<file path="config.mk">
export PLATFORM = sky130hd
export DESIGN_NAME = sync_debounce
export DESIGN_NICKNAME = d
export VERILOG_FILES = /design/src/rtl/sync_pkg.sv /design/src/rtl/sync_debounce_ch.sv /design/src/rtl/sync_debounce.sv
export SDC_FILE = /design/constraint.sdc
export NUM_CORES = 1
export LEC_CHECK = 0
export ABC_CLOCK_PERIOD_IN_PS = 1860
export BUFFER_PORTS_ARGS = -buffer_cell sky130_fd_sc_hd__buf_2
export CORE_ASPECT_RATIO = 0.75
export CORE_MARGIN = 2
export CORE_UTILIZATION = 56
export DETAILED_ROUTE_END_ITERATION = 10
export PLACE_DENSITY = 0.78
export SLEW_MARGIN = 30
export SYNTH_ARGS = -nofsm -noshare
export SYNTH_HDL_FRONTEND = slang
export SYNTH_SLANG_ARGS = --single-unit
</file>
<file path="constraint.sdc">
create_clock -name clk_ab -period 1.86 [get_ports clk_ab]
set_clock_uncertainty 0.05 [all_clocks]
set_input_delay 0.186 -clock clk_ab [delete_from_list [all_inputs] [get_ports clk_ab]]
set_output_delay 0.186 -clock clk_ab [all_outputs]
set_load 0.01 [all_outputs]
</file>
<file path="src/rtl/sync_pkg.sv">
// ---------------------------------------------------------------------------
// sync_pkg
// Shared constants for the sync_debounce block: default parameter values,
// legal parameter ranges and the per-channel filter counter width helper.
// ---------------------------------------------------------------------------
package sync_pkg;

   localparam int DEF_CHANNELS   = 9;
   localparam int DEF_STAGES     = 2;
   localparam int DEF_FILTER_CNT = 4;

   localparam int MIN_STAGES     = 2;
   localparam int MAX_STAGES     = 4;
   localparam int MIN_FILTER_CNT = 1;
   localparam int MAX_FILTER_CNT = 255;

   // Width of a counter that must be able to hold 0..filter_cnt.
   function automatic int cnt_width(input int filter_cnt);
      return $clog2(filter_cnt + 1);
   endfunction

endpackage

</file>
<file path="src/rtl/sync_debounce_ch.sv">
// ---------------------------------------------------------------------------
// sync_debounce_ch
// One debounce channel: stability counter, filtered output level and the
// registered rise/fall edge pulses.
//
// Ports
//   clk_ab      : clock, posedge
//   rst_ab      : synchronous active-low reset
//   filt_en     : 1 = filter active, 0 = bypass (output follows sync_in)
//   mode_switch : high on the edge where filt_en differs from its last value
//   sync_in     : synchronized input level for this channel
//   data_out    : filtered level (registered)
//   rise / fall : one-cycle pulses when data_out changes 0->1 / 1->0
//   change_next : combinational strobe, high when data_out updates this edge
// ---------------------------------------------------------------------------
module sync_debounce_ch
   import sync_pkg::*;
#(
   parameter int FILTER_CNT = DEF_FILTER_CNT
) (
   input  logic clk_ab,
   input  logic rst_ab,
   input  logic filt_en,
   input  logic mode_switch,
   input  logic sync_in,
   output logic data_out,
   output logic rise,
   output logic fall,
   output logic change_next
);

   localparam int CW = cnt_width(FILTER_CNT);
   localparam logic [CW-1:0] CNT_LAST = CW'(FILTER_CNT - 1);

   logic [CW-1:0] cnt_reg;
   logic [CW-1:0] cnt_next;
   logic          out_reg;
   logic          out_next;
   logic          rise_reg;
   logic          fall_reg;

   always_comb begin
      cnt_next    = cnt_reg;
      out_next    = out_reg;
      change_next = 1'b0;
      if (mode_switch) begin
         // Mode change: drop any partial count and hold the output for one
         // edge; the newly selected mode takes over from the next edge.
         cnt_next = '0;
      end else if (!filt_en) begin
         cnt_next = '0;
         if (sync_in != out_reg) begin
            out_next    = sync_in;
            change_next = 1'b1;
         end
      end else if (sync_in == out_reg) begin
         cnt_next = '0;
      end else if (cnt_reg < CNT_LAST) begin
         cnt_next = cnt_reg + 1'b1;
      end else begin
         // The count is cleared here, so it never exceeds CNT_LAST.
         cnt_next    = '0;
         out_next    = sync_in;
         change_next = 1'b1;
      end
   end

   always_ff @(posedge clk_ab) begin
      if (!rst_ab) begin
         cnt_reg  <= '0;
         out_reg  <= 1'b0;
         rise_reg <= 1'b0;
         fall_reg <= 1'b0;
      end else begin
         cnt_reg  <= cnt_next;
         out_reg  <= out_next;
         rise_reg <= change_next & sync_in;
         fall_reg <= change_next & ~sync_in;
      end
   end

   assign data_out = out_reg;
   assign rise     = rise_reg;
   assign fall     = fall_reg;

endmodule

</file>
<file path="src/rtl/sync_debounce.sv">
// ---------------------------------------------------------------------------
// sync_debounce
// Multi-channel synchronizer plus debounce filter with edge detection.
// Each data_in bit passes through a STAGES-deep flop chain and is then
// filtered so that data_out only changes after FILTER_CNT consecutive
// cycles of a differing synchronized level (or every cycle in bypass).
//
// Ports
//   clk_ab   : sole clock, posedge
//   rst_ab   : synchronous active-low reset
//   filt_en  : 1 = debounce filter active, 0 = bypass filter
//   data_in  : [CHANNELS] asynchronous / noisy level inputs
//   data_out : [CHANNELS] synchronized, filtered levels (registered)
//   rise     : [CHANNELS] one-cycle pulse per data_out 0->1 transition
//   fall     : [CHANNELS] one-cycle pulse per data_out 1->0 transition
//   changed  : one-cycle pulse when any data_out bit changes
// ---------------------------------------------------------------------------
module sync_debounce
   import sync_pkg::*;
#(
   parameter int CHANNELS   = DEF_CHANNELS,
   parameter int STAGES     = DEF_STAGES,
   parameter int FILTER_CNT = DEF_FILTER_CNT
) (
   input  logic                clk_ab,
   input  logic                rst_ab,
   input  logic                filt_en,
   input  logic [CHANNELS-1:0] data_in,
   output logic [CHANNELS-1:0] data_out,
   output logic [CHANNELS-1:0] rise,
   output logic [CHANNELS-1:0] fall,
   output logic                changed
);

   generate
      if (STAGES < MIN_STAGES || STAGES > MAX_STAGES) begin : g_bad_stages
         $error("sync_debounce: STAGES=%0d outside %0d..%0d", STAGES, MIN_STAGES, MAX_STAGES);
      end
      if (FILTER_CNT < MIN_FILTER_CNT || FILTER_CNT > MAX_FILTER_CNT) begin : g_bad_filter
         $error("sync_debounce: FILTER_CNT=%0d outside %0d..%0d", FILTER_CNT, MIN_FILTER_CNT,
                MAX_FILTER_CNT);
      end
      if (CHANNELS < 1) begin : g_bad_channels
         $error("sync_debounce: CHANNELS must be at least 1");
      end
   endgenerate

   logic [CHANNELS-1:0] sync_reg [STAGES];
   logic [CHANNELS-1:0] sync_val;
   logic                prev_en_reg;
   logic                mode_switch;
   logic [CHANNELS-1:0] change_next;
   logic                changed_reg;

   always_ff @(posedge clk_ab) begin
      if (!rst_ab) begin
         for (int i = 0; i < STAGES; i++) begin
            sync_reg[i] <= '0;
         end
      end else begin
         sync_reg[0] <= data_in;
         for (int i = 1; i < STAGES; i++) begin
            sync_reg[i] <= sync_reg[i-1];
         end
      end
   end

   assign sync_val = sync_reg[STAGES-1];

   // Tracks filt_en even during reset so that a steady filt_en never looks
   // like a mode change on the first edge after release.
   always_ff @(posedge clk_ab) begin
      prev_en_reg <= filt_en;
   end

   assign mode_switch = filt_en ^ prev_en_reg;

   generate
      for (genvar gi = 0; gi < CHANNELS; gi++) begin : g_ch
         sync_debounce_ch #(
            .FILTER_CNT (FILTER_CNT)
         ) u_ch (
            .clk_ab      (clk_ab),
            .rst_ab      (rst_ab),
            .filt_en     (filt_en),
            .mode_switch (mode_switch),
            .sync_in     (sync_val[gi]),
            .data_out    (data_out[gi]),
            .rise        (rise[gi]),
            .fall        (fall[gi]),
            .change_next (change_next[gi])
         );
      end
   endgenerate

   // Registered from the same strobes that load rise/fall, so changed lines
   // up with them exactly.
   always_ff @(posedge clk_ab) begin
      if (!rst_ab) begin
         changed_reg <= 1'b0;
      end else begin
         changed_reg <= |change_next;
      end
   end

   assign changed = changed_reg;

   a_rise_fall_exclusive : assert property (
      @(posedge clk_ab) disable iff (!rst_ab) (rise & fall) == '0
   ) else $error("sync_debounce: rise and fall asserted together");

endmodule
</file>
Yosys cells after proc, flatten, opt, wreduce, memory -nomap -nowiden
Memory sizes are Yosys's and may differ from the RTL's.
Index checks and enable logic that the tools add are counted.

word-level totals
  output and inout bits = 28
  register bits = 56
  memories kept = 1
  word-level logic and storage cells = 248
  bits in writable memories = 18

memories
  name      words  bits a word  rd ports  clocked after Yosys merged registers in  wr ports  line                 source
  sync_reg  2      9            2         0                                        2         sync_debounce.sv:48  logic [CHANNELS-1:0] sync_reg [STAGES];

operators by class
  reductions and logical operators = 28
  multiplexer cells = 85
  $add $sub $neg = 9
  order comparisons = 9
  bitwise operators = 42
  eq/ne operators = 36

operator list
  cell                                                        number
  two-way mux 1 bit                                           83
  OR reduction 5 bit                                          9
  != test 2 bit, second input constant                        18
  AND reduction 4 bit                                         9
  adder 3 x 1 -> 3 bit, second input constant                 9
  less-than comparator 3 x 2 -> 1 bit, second input constant  9
  NOT 1 bit                                                   21
  AND 1 bit                                                   18
  two-way mux 9 bit                                           2
  nonzero test 2 bit                                          9
  == test 1 bit                                               9
  != test 1 bit                                               9
  OR reduction 9 bit                                          1
  bitwise OR 1 bit                                            2
  bitwise XOR 1 bit                                           1

Logic depth before layout (Yosys ltp)
Gate-level depths: netlist (run 1).

  depth in word-level cells = 6
  mapped depth = 6
  depth with buffers taken out = 5

Cells and area by module
Synthesis (run 1) repeated with hierarchy kept, for this count alone.

unflattened totals
  cells, all modules = 288
  area, all modules = 2919.0 um^2

modules (own cells, without submodules)
  module            times used  cells each  sequential area each (um^2)  area each (um^2)
  sync_debounce_ch  9           27          120.1                        260.2
  sync_debounce     1           45          400.4                        576.8

Least setup slack after synthesis (run 1)
No wires, ideal clock.

  path type = flip-flop to flip-flop
  start point = register g_ch[1].u_ch.cnt_reg[0]
  end point = register changed_reg, in the netlist changed
  data required time = 1.689 ns
  slack = 0.521 ns
  stages on the path, launching flop included = 6
  data arrival time = 1.168 ns
  path buffers = 0
  cell sequence = dfxtp_1 -> and2_1 -> o31ai_1 -> nand3_1 -> nor4_1 -> o21ai_1

between the ends
  word-level cells in the longest chain between the ends = 6

ends and longest elaborated chain
  what                                 line                    source
  start, declared                      sync_debounce_ch.sv:35  logic [CW-1:0] cnt_reg;
  start signal, assigned               sync_debounce_ch.sv:75  cnt_reg <= cnt_next;
  less-than comparator 3 x 2 -> 1 bit  sync_debounce_ch.sv:58  end else if (cnt_reg < CNT_LAST) begin
  two-way mux 1 bit                    sync_debounce_ch.sv:58
  two-way mux 1 bit                    sync_debounce_ch.sv:56  end else if (sync_in == out_reg) begin
  two-way mux 1 bit                    sync_debounce_ch.sv:50  end else if (!filt_en) begin
  two-way mux 1 bit                    sync_debounce_ch.sv:46  if (mode_switch) begin
  OR reduction 9 bit                   sync_debounce.sv:102    changed_reg <= |change_next;
  end signal, assigned                 sync_debounce.sv:102
  end, declared                        sync_debounce.sv:53     logic changed_reg;

Every way passes these cells.
A chain may end at the register's enable or synchronous reset.

Worst setup path in the final report (run 1)
  start point = input filt_en
  end point = register g_ch[1].u_ch.out_reg

between the ends
  word-level cells in the longest chain between the ends = 3
  elaborated cells between the ends (all ways) = 7

ends and longest elaborated chain
  what                                  line                    source
  start, declared                       sync_debounce.sv:27     input logic filt_en,
  bitwise XOR 1 bit                     sync_debounce.sv:76     assign mode_switch = filt_en ^ prev_en_reg;
  NOT 1 bit (no source line)            --
  AND reduction 4 bit (no source line)  --
  end signal, assigned                  sync_debounce_ch.sv:76  out_reg <= out_next;
  end, declared                         sync_debounce_ch.sv:37  logic out_reg;

Several ways; a longest one is shown, not always the timed one.

==> run metrics, run 1 <==
status=finished clean; syn avg cell area=10.5 µm²; Fmax=566 MHz; Syn Nets=293; Worst-Skew Late Latency=0.34 ns; P_int=2.40 mW; final WL=4680 µm; DRC violations left=0; Worst Hold Depth=2; Worst Setup End Kind=flip-flop; IO Port Bufs=39; total setup buffers inserted after CTS=0; Synth Warn #=0; vias per cell=4.83; Worst-path clk slew=0.07 ns; Logic pwr share=0.052; # Max-Cap Violations=0; Place WS=0.235 ns; Largest register FFs=27; Flop pwr share=0.535; share of post-route cells with drive strength above 1=0.233; Worst Hold Path EP=sync_reg[0][1]; Fin. Hold Viols=0; Worst Setup Start Kind=input port; row count=22; Antenna Nets Post-Route=0; CTS Buf Count=9; WL/cell=12.8 µm; RSZ-0062 raised after global routing=false; die width=86.3 µm; boundary pin count=40; Die Y=65.7 µm; largest net degree at the start of global routing=24; r2r startpoint=prev_en_reg; Reg2Reg Depth=3; fin crit share=0.950; setup TNS=0 ns; worst hold path class=input port to flip-flop; fillcell total=404; WP data arrival=2.00 ns; Seq/Total Area, Yosys=0.521; Cell Area, Synth=2840 µm²; Initial Utilization=0.580; CTS root buf=clkbuf_8; DR vias=1,763; Post-layout nets=322; GRT overflow=0; Layout area overhead=12.8%; Slew Limit Fails=0; CTS Buffer Depth=2; Cell Pwr Density=951 nW/µm²; total core area=4900 µm²; Synth Instances=272; R2R setup slack=0.33 ns; CTS tree=yes; ant diodes=0; Seq cells post-synth=74; Max VDD drop=0.000554 V; Sw Share=0.212; Slew HR=0.597; total power=3.05 mW; global-route wire length before repair=7870 µm; Distinct cells, synth=33; Psw=647 µW; worst slew pin tran=0.604 ns; die area=5670 µm²; final setup margin=0.0923 ns; total track usage=0.188; DRT Pass-1 Iters=5; WS Path Type=input port to flip-flop; global placer's final weighted congestion=0.723; initial antenna violation count=0; clk sinks=74; worst reg2reg endpoint=g_ch[0].u_ch.fall; H-tree level count=3; Finish-stage setup viols=0; worst hold start=data_in[1]; Tmin final=1.77 ns; share of total power in the clock network=0.413; CP required=2.09 ns; vias in the first global route=1,679; Final HPWL DP=3110 µm; leakage power=1.42 nW; initial drt markers=55; Max Fanout on Critical Path=13
==> cell usage after synthesis, drive strengths merged <==
library cell	n	share of area
nand2	7	0.0092
o31ai	4	0.025
nor2b	8	0.018
o21ai	9	0.016
clkbuf	3	0.0040
nor4	1	0.0022
xnor2	5	0.015
ha	9	0.040
or2	1	0.0022
dfxtp	74	0.52
nor4b	6	0.021
a21oi	6	0.011
nor2	21	0.029
xor2	8	0.027
and2	34	0.075
or3	3	0.0066
inv	10	0.013
buf	31	0.083
a211oi	5	0.025
nand3	4	0.0070
nor3	14	0.028
mux2i	3	0.011
and3	6	0.013
==> cell usage in the layout (no fill, tap or decap), types with 2 or more instances in the layout <==
cell	n
a211oi_2	2
a211oi_4	3
a21oi_1	6
and2_1	34
and3_1	6
buf_2	39
buf_4	4
clkbuf_8	12
dfxtp_1	74
dlygate4sd3_1	9
ha_1	9
inv_1	9
mux2i_1	3
nand2_1	7
nand3_1	4
nor2_1	20
nor2b_1	8
nor3_1	12
nor3_2	2
nor4b_1	5
o21ai_0	7
o21ai_1	2
o31ai_4	3
or3_1	3
xnor2_1	5
xor2_1	7
==> final cells by class <==
type                       count  area [µm²]  area share
clock buffer                  13         169      0.0527
clock inverter                 2        35.0      0.0109
inverter                      10        37.5      0.0117
multi-input combinational    154        1090       0.341
sequential                    74        1480       0.462
tap                           60        75.1      0.0234
timing repair buffer          52         315      0.0983
==> power groups by stage <==
stage	registers (mW)	logic [mW]	clock network, mW
6_report	1.63	0.160	1.26
5_1_grt	1.63	0.180	1.36
4_1_cts	1.63	0.158	1.29
3_5_place_dp	1.67	0.143	0
3_3_place_gp	1.67	0.140	0
2_1_floorplan	1.66	0.107	0
==> per-layer routing <==
| metal | vias up | global-route usage | wire, µm |
|---|---|---|---|
| met3 | 6 | 0.0917 | 277 |
| met4 | 0 | 0.0586 | 62 |
| met1 | 796 | 0.226 | 2230 |
| met2 | 37 | 0.297 | 2110 |
| met5 | - | 0 | 0 |
| li1 | 924 | - | - |
==> worst max-delay path: stages <==
cell           delay (ns)
dlygate4sd3_1        0.53
buf_2                0.15
inv_2                0.34
o31ai_1              0.18
buf_4                0.17
or3_1                0.31
a21oi_1              0.12
==> metrics by stage <==
| step | hold slack, ns | instance area (µm²) | utilization | cells |
|---|---|---|---|---|
| after floorplan | 0.164 | 2840 | - | 272 |
| after global placement | 0.314 | 2900 | 0.591 | 341 |
| after detailed placement | 0.318 | 2900 | 0.591 | 341 |
| after CTS | 0.000913 | 3190 | 0.651 | 365 |
| after global routing | 0.0185 | 3210 | 0.654 | 365 |
| final | 0.00499 | 3210 | 0.654 | 365 |
==> worst max path at each step <==
stage                                  startpoint                     to  slack, ns  cells after the start
after floorplan           g_ch[1].u_ch.cnt_reg[0]                changed       0.52                      5
after global placement                    filt_en                changed       0.24                      6
after detailed placement                  filt_en                changed       0.24                      6
after CTS                                 filt_en                changed       0.06                      7
after global routing                      filt_en                changed       0.02                      7
final                                     filt_en  g_ch[1].u_ch.data_out       0.09                      7
==> cells by family (layout without fill, tap and decap cells) <==
logic type | Yosys count | in the layout | share of synthesized area
mux | 3 | 3 | 0.0106
buf+inv | 44 | 77 | 0.0999
flops | 74 | 74 | 0.521
compound gates | 24 | 24 | 0.0761
xor+xnor | 13 | 13 | 0.0427
fa+ha+maj | 9 | 9 | 0.0396
simple gates | 105 | 105 | 0.210
==> timing repair <==
item                                    CTS  global route
endpoints found under the setup margin    0             1
gates resized for setup                   0             2
hold endpoints to repair                  9             0
hold buffers                              9             0
Note: power is estimated with default switching activity, not from simulation.
==> run 2: changes to the inputs <==
--- a/config.mk
+++ b/config.mk
@@ -9,9 +9,8 @@
 export BUFFER_PORTS_ARGS = -buffer_cell sky130_fd_sc_hd__buf_2
 export CORE_ASPECT_RATIO = 0.75
 export CORE_MARGIN = 2
-export CORE_UTILIZATION = 56
+export CORE_UTILIZATION = 35
 export DETAILED_ROUTE_END_ITERATION = 10
-export PLACE_DENSITY = 0.78
 export SLEW_MARGIN = 30
 export SYNTH_ARGS = -nofsm -noshare
 export SYNTH_HDL_FRONTEND = slang
==> run metrics, run 2 (synthesis results as in run 1) <==
Slew HR=0.608 (+0.0108); setup TNS=0 ns (unchanged); DRC violations left=0 (unchanged); CTS Buffer Depth=2 (unchanged); WL/cell=12.0 µm (-6.5%); total core area=7880 µm² (+61%); die width=108 µm (+25%); IO Port Bufs=39 (unchanged); # Max-Cap Violations=0 (unchanged); share of post-route cells with drive strength above 1=0.241 (+0.00826); final WL=4940 µm (+5.6%); die area=8870 µm² (+56%); vias per cell=4.38 (-9.4%); Antenna Nets Post-Route=0 (unchanged); initial drt markers=63 (+15%); Largest register FFs=27 (unchanged); DR vias=1,803 (+2.3%); status=finished clean; Placed Area=2950 µm² (+1.9%); clk sinks=74 (unchanged); largest net degree at the start of global routing=24 (unchanged); CTS Buf Count=9 (unchanged); total track usage=0.130 (-0.0582); Max VDD drop=0.000426 V (-23%); RSZ-0062 raised after global routing=false; worst hold path class=input port to flip-flop; Initial Utilization=0.361 (-0.220); CTS tree=yes; row count=28 (+27%); CP Cell Sequence=dlygate4sd3_1 > buf_2 > xor2_2 > or2_1 > nor4b_1; Post-layout nets=323 (+0.31%); most frequent cells in the layout=dfxtp_1, buf_2, and2_1, nor2_1, nor3_1; Fin. Hold Viols=0 (unchanged); Worst Setup End Kind=flip-flop; Layout area overhead=15.8%; WP data arrival=1.93 ns (-0.07 ns); CP required=2.04 ns (-0.05 ns); Max Fanout on Critical Path=15 (+2); Worst Setup Start Kind=input port; H-tree level count=3 (unchanged); post-route cell area=3290 µm² (+2.7%); Slew Limit Fails=0 (unchanged); Worst-path clk slew=0.08 ns (about the same); Fmax=574 MHz (+1.4%); Cell Pwr Density=954 nW/µm² (+0.31%); fin crit share=0.937 (-0.0130); commonest non-fill, non-tap cell in the layout=dfxtp_1; Finish-stage setup viols=0 (unchanged); Worst-Skew Late Latency=0.35 ns (about the same); CTS root buf=clkbuf_8; global placer's final weighted congestion=0.736 (+1.8%); global-route wire length before repair=8490 µm (+7.9%); GRT overflow=0 (unchanged); leakage power=1.44 nW (+0.85%); CP peak stage delay=0.53 ns (about the same); initial antenna violation count=0 (unchanged); ant diodes=0 (unchanged); vias in the first global route=1,835 (+9.3%); Slowest cell on crit path=dlygate4sd3_1; Final HPWL DP=3540 µm (+14%); Die Y=82.1 µm (+25%); Tmin final=1.74 ns (-0.0241 ns); boundary pin count=40 (unchanged); total power=3.14 mW (+3.0%); worst slew pin tran=0.588 ns (-0.0162 ns); WS Path Type=input port to flip-flop; DRT Pass-1 Iters=4 (-1)
==> run 2: critical path: cells and delay by family <==
kind	cells	cell delay [ns]
xor+xnor	1	0.17
buf+inv	2	0.68
simple gates	2	0.88
==> run 2: cell type report <==
| cell class | count | area (µm²) |
|---|---|---|
| Clock inverter | 6 | 80.1 |
| Inverter | 10 | 37.5 |
| Clock buffer | 10 | 138 |
| Multi-Input combinational cell | 154 | 1100 |
| Fill cell | 776 | 4590 |
| Timing Repair Buffer | 53 | 325 |
| Tap cell | 105 | 131 |
| Sequential cell | 74 | 1480 |
==> run 2: stage by stage <==
step / util / worst slack [ns] / cells / hold slack [ns]
after detailed placement: 0.375 / 0.291 / 386 / 0.319
after global routing: 0.418 / 0.00230 / 412 / 0.204
after global placement: 0.375 / 0.305 / 386 / 0.318
after floorplan: - / 0.521 / 272 / 0.164
after CTS: 0.415 / 0.118 / 412 / 0.172
final: 0.418 / 0.116 / 412 / 0.193
==> run 2: metal layers <==
| metal | vias up | wire [µm] | GRT usage |
|---|---|---|---|
| met5 | - | 0 | 0 |
| met4 | 0 | 67 | 0.0705 |
| met3 | 10 | 322 | 0.0508 |
| met2 | 36 | 2130 | 0.194 |
| met1 | 832 | 2430 | 0.161 |
| li1 | 925 | - | - |
==> run 2: power breakdown <==
group | internal (mW) | switching [mW] | leakage [nW]
Clock | 0.782 | 0.566 | 0.116
Sequential | 1.61 | 0.0175 | 0.601
Combinational | 0.0711 | 0.0911 | 0.720
Total | 2.47 | 0.675 | 1.44
==> run 2: worst paths after layout <==
check | depth (start not counted) | slack [ns] | to | startpoint
setup / recovery | 5 | 0.12 | g_ch[0].u_ch.fall | filt_en
hold / removal | 3 | 0.19 | g_ch[2].u_ch.data_out | rst_ab
hold reg to reg | 1 | 0.38 | sync_reg[0][17] | sync_reg[0][8]
setup reg to reg | 3 | 0.27 | g_ch[0].u_ch.fall | prev_en_reg
==> run 2: repair_timing <==
action | CTS | global route
setup buffers | 0 | 0
hold endpoints to repair | 10 | 0
setup endpoints to repair | 0 | 1
gates resized for setup | 0 | 3
hold buffers | 10 | 0
==> run 3: changes to the inputs <==
--- a/config.mk
+++ b/config.mk
@@ -11,6 +11,7 @@
 export CORE_MARGIN = 2
 export CORE_UTILIZATION = 35
 export DETAILED_ROUTE_END_ITERATION = 10
+export SETUP_SLACK_MARGIN = 0.15
 export SLEW_MARGIN = 30
 export SYNTH_ARGS = -nofsm -noshare
 export SYNTH_HDL_FRONTEND = slang
==> run metrics, run 3 (synthesis results as in run 1) <==
Finish-stage setup viols=0 (unchanged); Initial Utilization=0.361 (unchanged); Slew HR=0.601 (-0.00635); DR vias=1,818 (+0.83%); status=finished clean; Resized Gates After CTS=0 (unchanged); CTS Buffer Depth=2 (unchanged); die width=108 µm (unchanged); FF+latch area=1480 µm² (unchanged); total core area=7880 µm² (unchanged); Slowest cell on crit path=or2_1; RSZ-0062 raised after global routing=false; DRT Pass-1 Iters=4 (unchanged); global-route wire length before repair=8510 µm (+0.24%); setup TNS=0 ns (unchanged); total setup buffers inserted after CTS=0 (unchanged); CTS Buf Count=9 (unchanged); Worst path top cell family by delay=simple AND/OR/NAND/NOR gates; Hold-fix buffers, CTS=10 (unchanged); CTS root buf=clkbuf_8; Fmax=626 MHz (+9.2%); WP data arrival=1.78 ns (-0.15 ns); die area=8870 µm² (unchanged); WL/cell=12.1 µm (+0.83%); GRT overflow=0 (unchanged); Die Y=82.1 µm (unchanged); vias in the first global route=1,836 (+0.054%); Antenna Nets Post-Route=0 (unchanged); Cell Pwr Density=958 nW/µm² (+0.45%); initial antenna violation count=0 (unchanged); commonest non-fill, non-tap cell in the layout=dfxtp_1; Worst Setup Start Kind=flip-flop; leakage power=1.44 nW (about the same); share of post-route cells with drive strength above 1=0.238 (-0.00326); Worst-Skew Late Latency=0.35 ns (about the same); worst hold start=rst_ab; total power=3.13 mW (-0.16%); multi-input logic area=1080 µm² (-1.8%); fillcell total=781 (+0.64%); Worst Hold Path EP=g_ch[2].u_ch.data_out; CP peak stage delay=0.45 ns (-0.08 ns); worst hold margin=0.195 ns (+0.00179 ns); vias per cell=4.41 (+0.83%); CP Cell Sequence=xor2_2 > or2_1 > nor4b_1; initial drt markers=57 (-9.5%); # Max-Cap Violations=0 (unchanged); WS Path Type=flip-flop to flip-flop; worst slew pin tran=0.598 ns (+0.00953 ns); ant diodes=0 (unchanged); CP Buf/Inv Count=0 (-2); worst hold path class=input port to flip-flop; clk sinks=74 (unchanged); Fin. Hold Viols=0 (unchanged); r2r startpoint=prev_en_reg; Worst Hold Depth=3 (unchanged); Post-layout nets=323 (unchanged); H-tree level count=3 (unchanged); global placer's final weighted congestion=0.736 (unchanged); fin crit share=0.858 (-0.0792); Layout area overhead=15.0%; Final HPWL DP=3540 µm (unchanged); IO Port Bufs=39 (unchanged); Worst-path clk slew=0.08 ns (about the same); Worst Setup End Kind=flip-flop; largest net degree at the start of global routing=24 (unchanged); row count=28 (unchanged); CTS tree=yes; Max Fanout on Critical Path=15 (unchanged); Tmin final=1.60 ns (-0.147 ns); Slew Limit Fails=0 (unchanged); final WL=4990 µm (+0.83%); CP required=2.04 ns (about the same); R2R setup slack=0.26 ns (about the same); total track usage=0.130 (+0.000170); Largest register FFs=27 (unchanged); worst reg2reg endpoint=g_ch[0].u_ch.fall; Max VDD drop=0.000426 V (about the same); Reg2Reg Depth=3 (unchanged); DRC violations left=0 (unchanged); boundary pin count=40 (unchanged); most frequent cells in the layout=dfxtp_1, buf_2, and2_1, nor2_1, nor3_1; fin util=0.415 (-0.00254)
==> run 3: cell counts in the layout (fill, tap and decap cells not counted) <==
Identical to the previous run, type by type.
==> run 3: routing by layer <==
layer / vias to the layer above / GRT usage / routed length (µm)
met5: - / 0 / 0
met1: 837 / 0.162 / 2440
met2: 41 / 0.193 / 2140
li1: 929 / - / -
met3: 11 / 0.0508 / 337
met4: 0 / 0.0705 / 69
==> run 3: final cells by class <==
type,instances,area share
clock inverter,6,0.0245
sequential,74,0.453
clock buffer,10,0.0421
tap,105,0.0402
timing repair buffer,53,0.0994
inverter,10,0.0115
multi-input combinational,154,0.330
==> run 3: worst reg2reg max path: stages (launching register included) <==
cell	delay, ns
dfxtp_1	0.33
xor2_2	0.20
or2_1	0.45
nor4b_1	0.45
==> run 3: where the power goes <==
group	switching, mW	internal, mW	leakage [nW]
sequential	0.0173	1.61	0.601
clock	0.563	0.782	0.116
combinational	0.0906	0.0697	0.720
total	0.671	2.46	1.44
==> run 3: how the worst max path moves through the flow <==
stage                                        from                end  slack (ns)  depth (start not counted)
after global placement                prev_en_reg  g_ch[0].u_ch.fall        0.31                          3
after detailed placement              prev_en_reg  g_ch[0].u_ch.fall        0.29                          3
final                                 prev_en_reg  g_ch[0].u_ch.fall        0.26                          3
after global routing                  prev_en_reg  g_ch[3].u_ch.fall        0.21                          3
after CTS                             prev_en_reg  g_ch[0].u_ch.fall        0.26                          3
after floorplan           g_ch[1].u_ch.cnt_reg[0]            changed        0.52                          5
==> run 3: through the flow <==
| step | cells | setup slack, ns | area [µm²] |
|---|---|---|---|
| after floorplan | 272 | 0.521 | 2840 |
| after global placement | 386 | 0.305 | 2950 |
| after detailed placement | 386 | 0.291 | 2950 |
| after CTS | 412 | 0.262 | 3270 |
| after global routing | 412 | 0.213 | 3270 |
| final | 412 | 0.264 | 3270 |
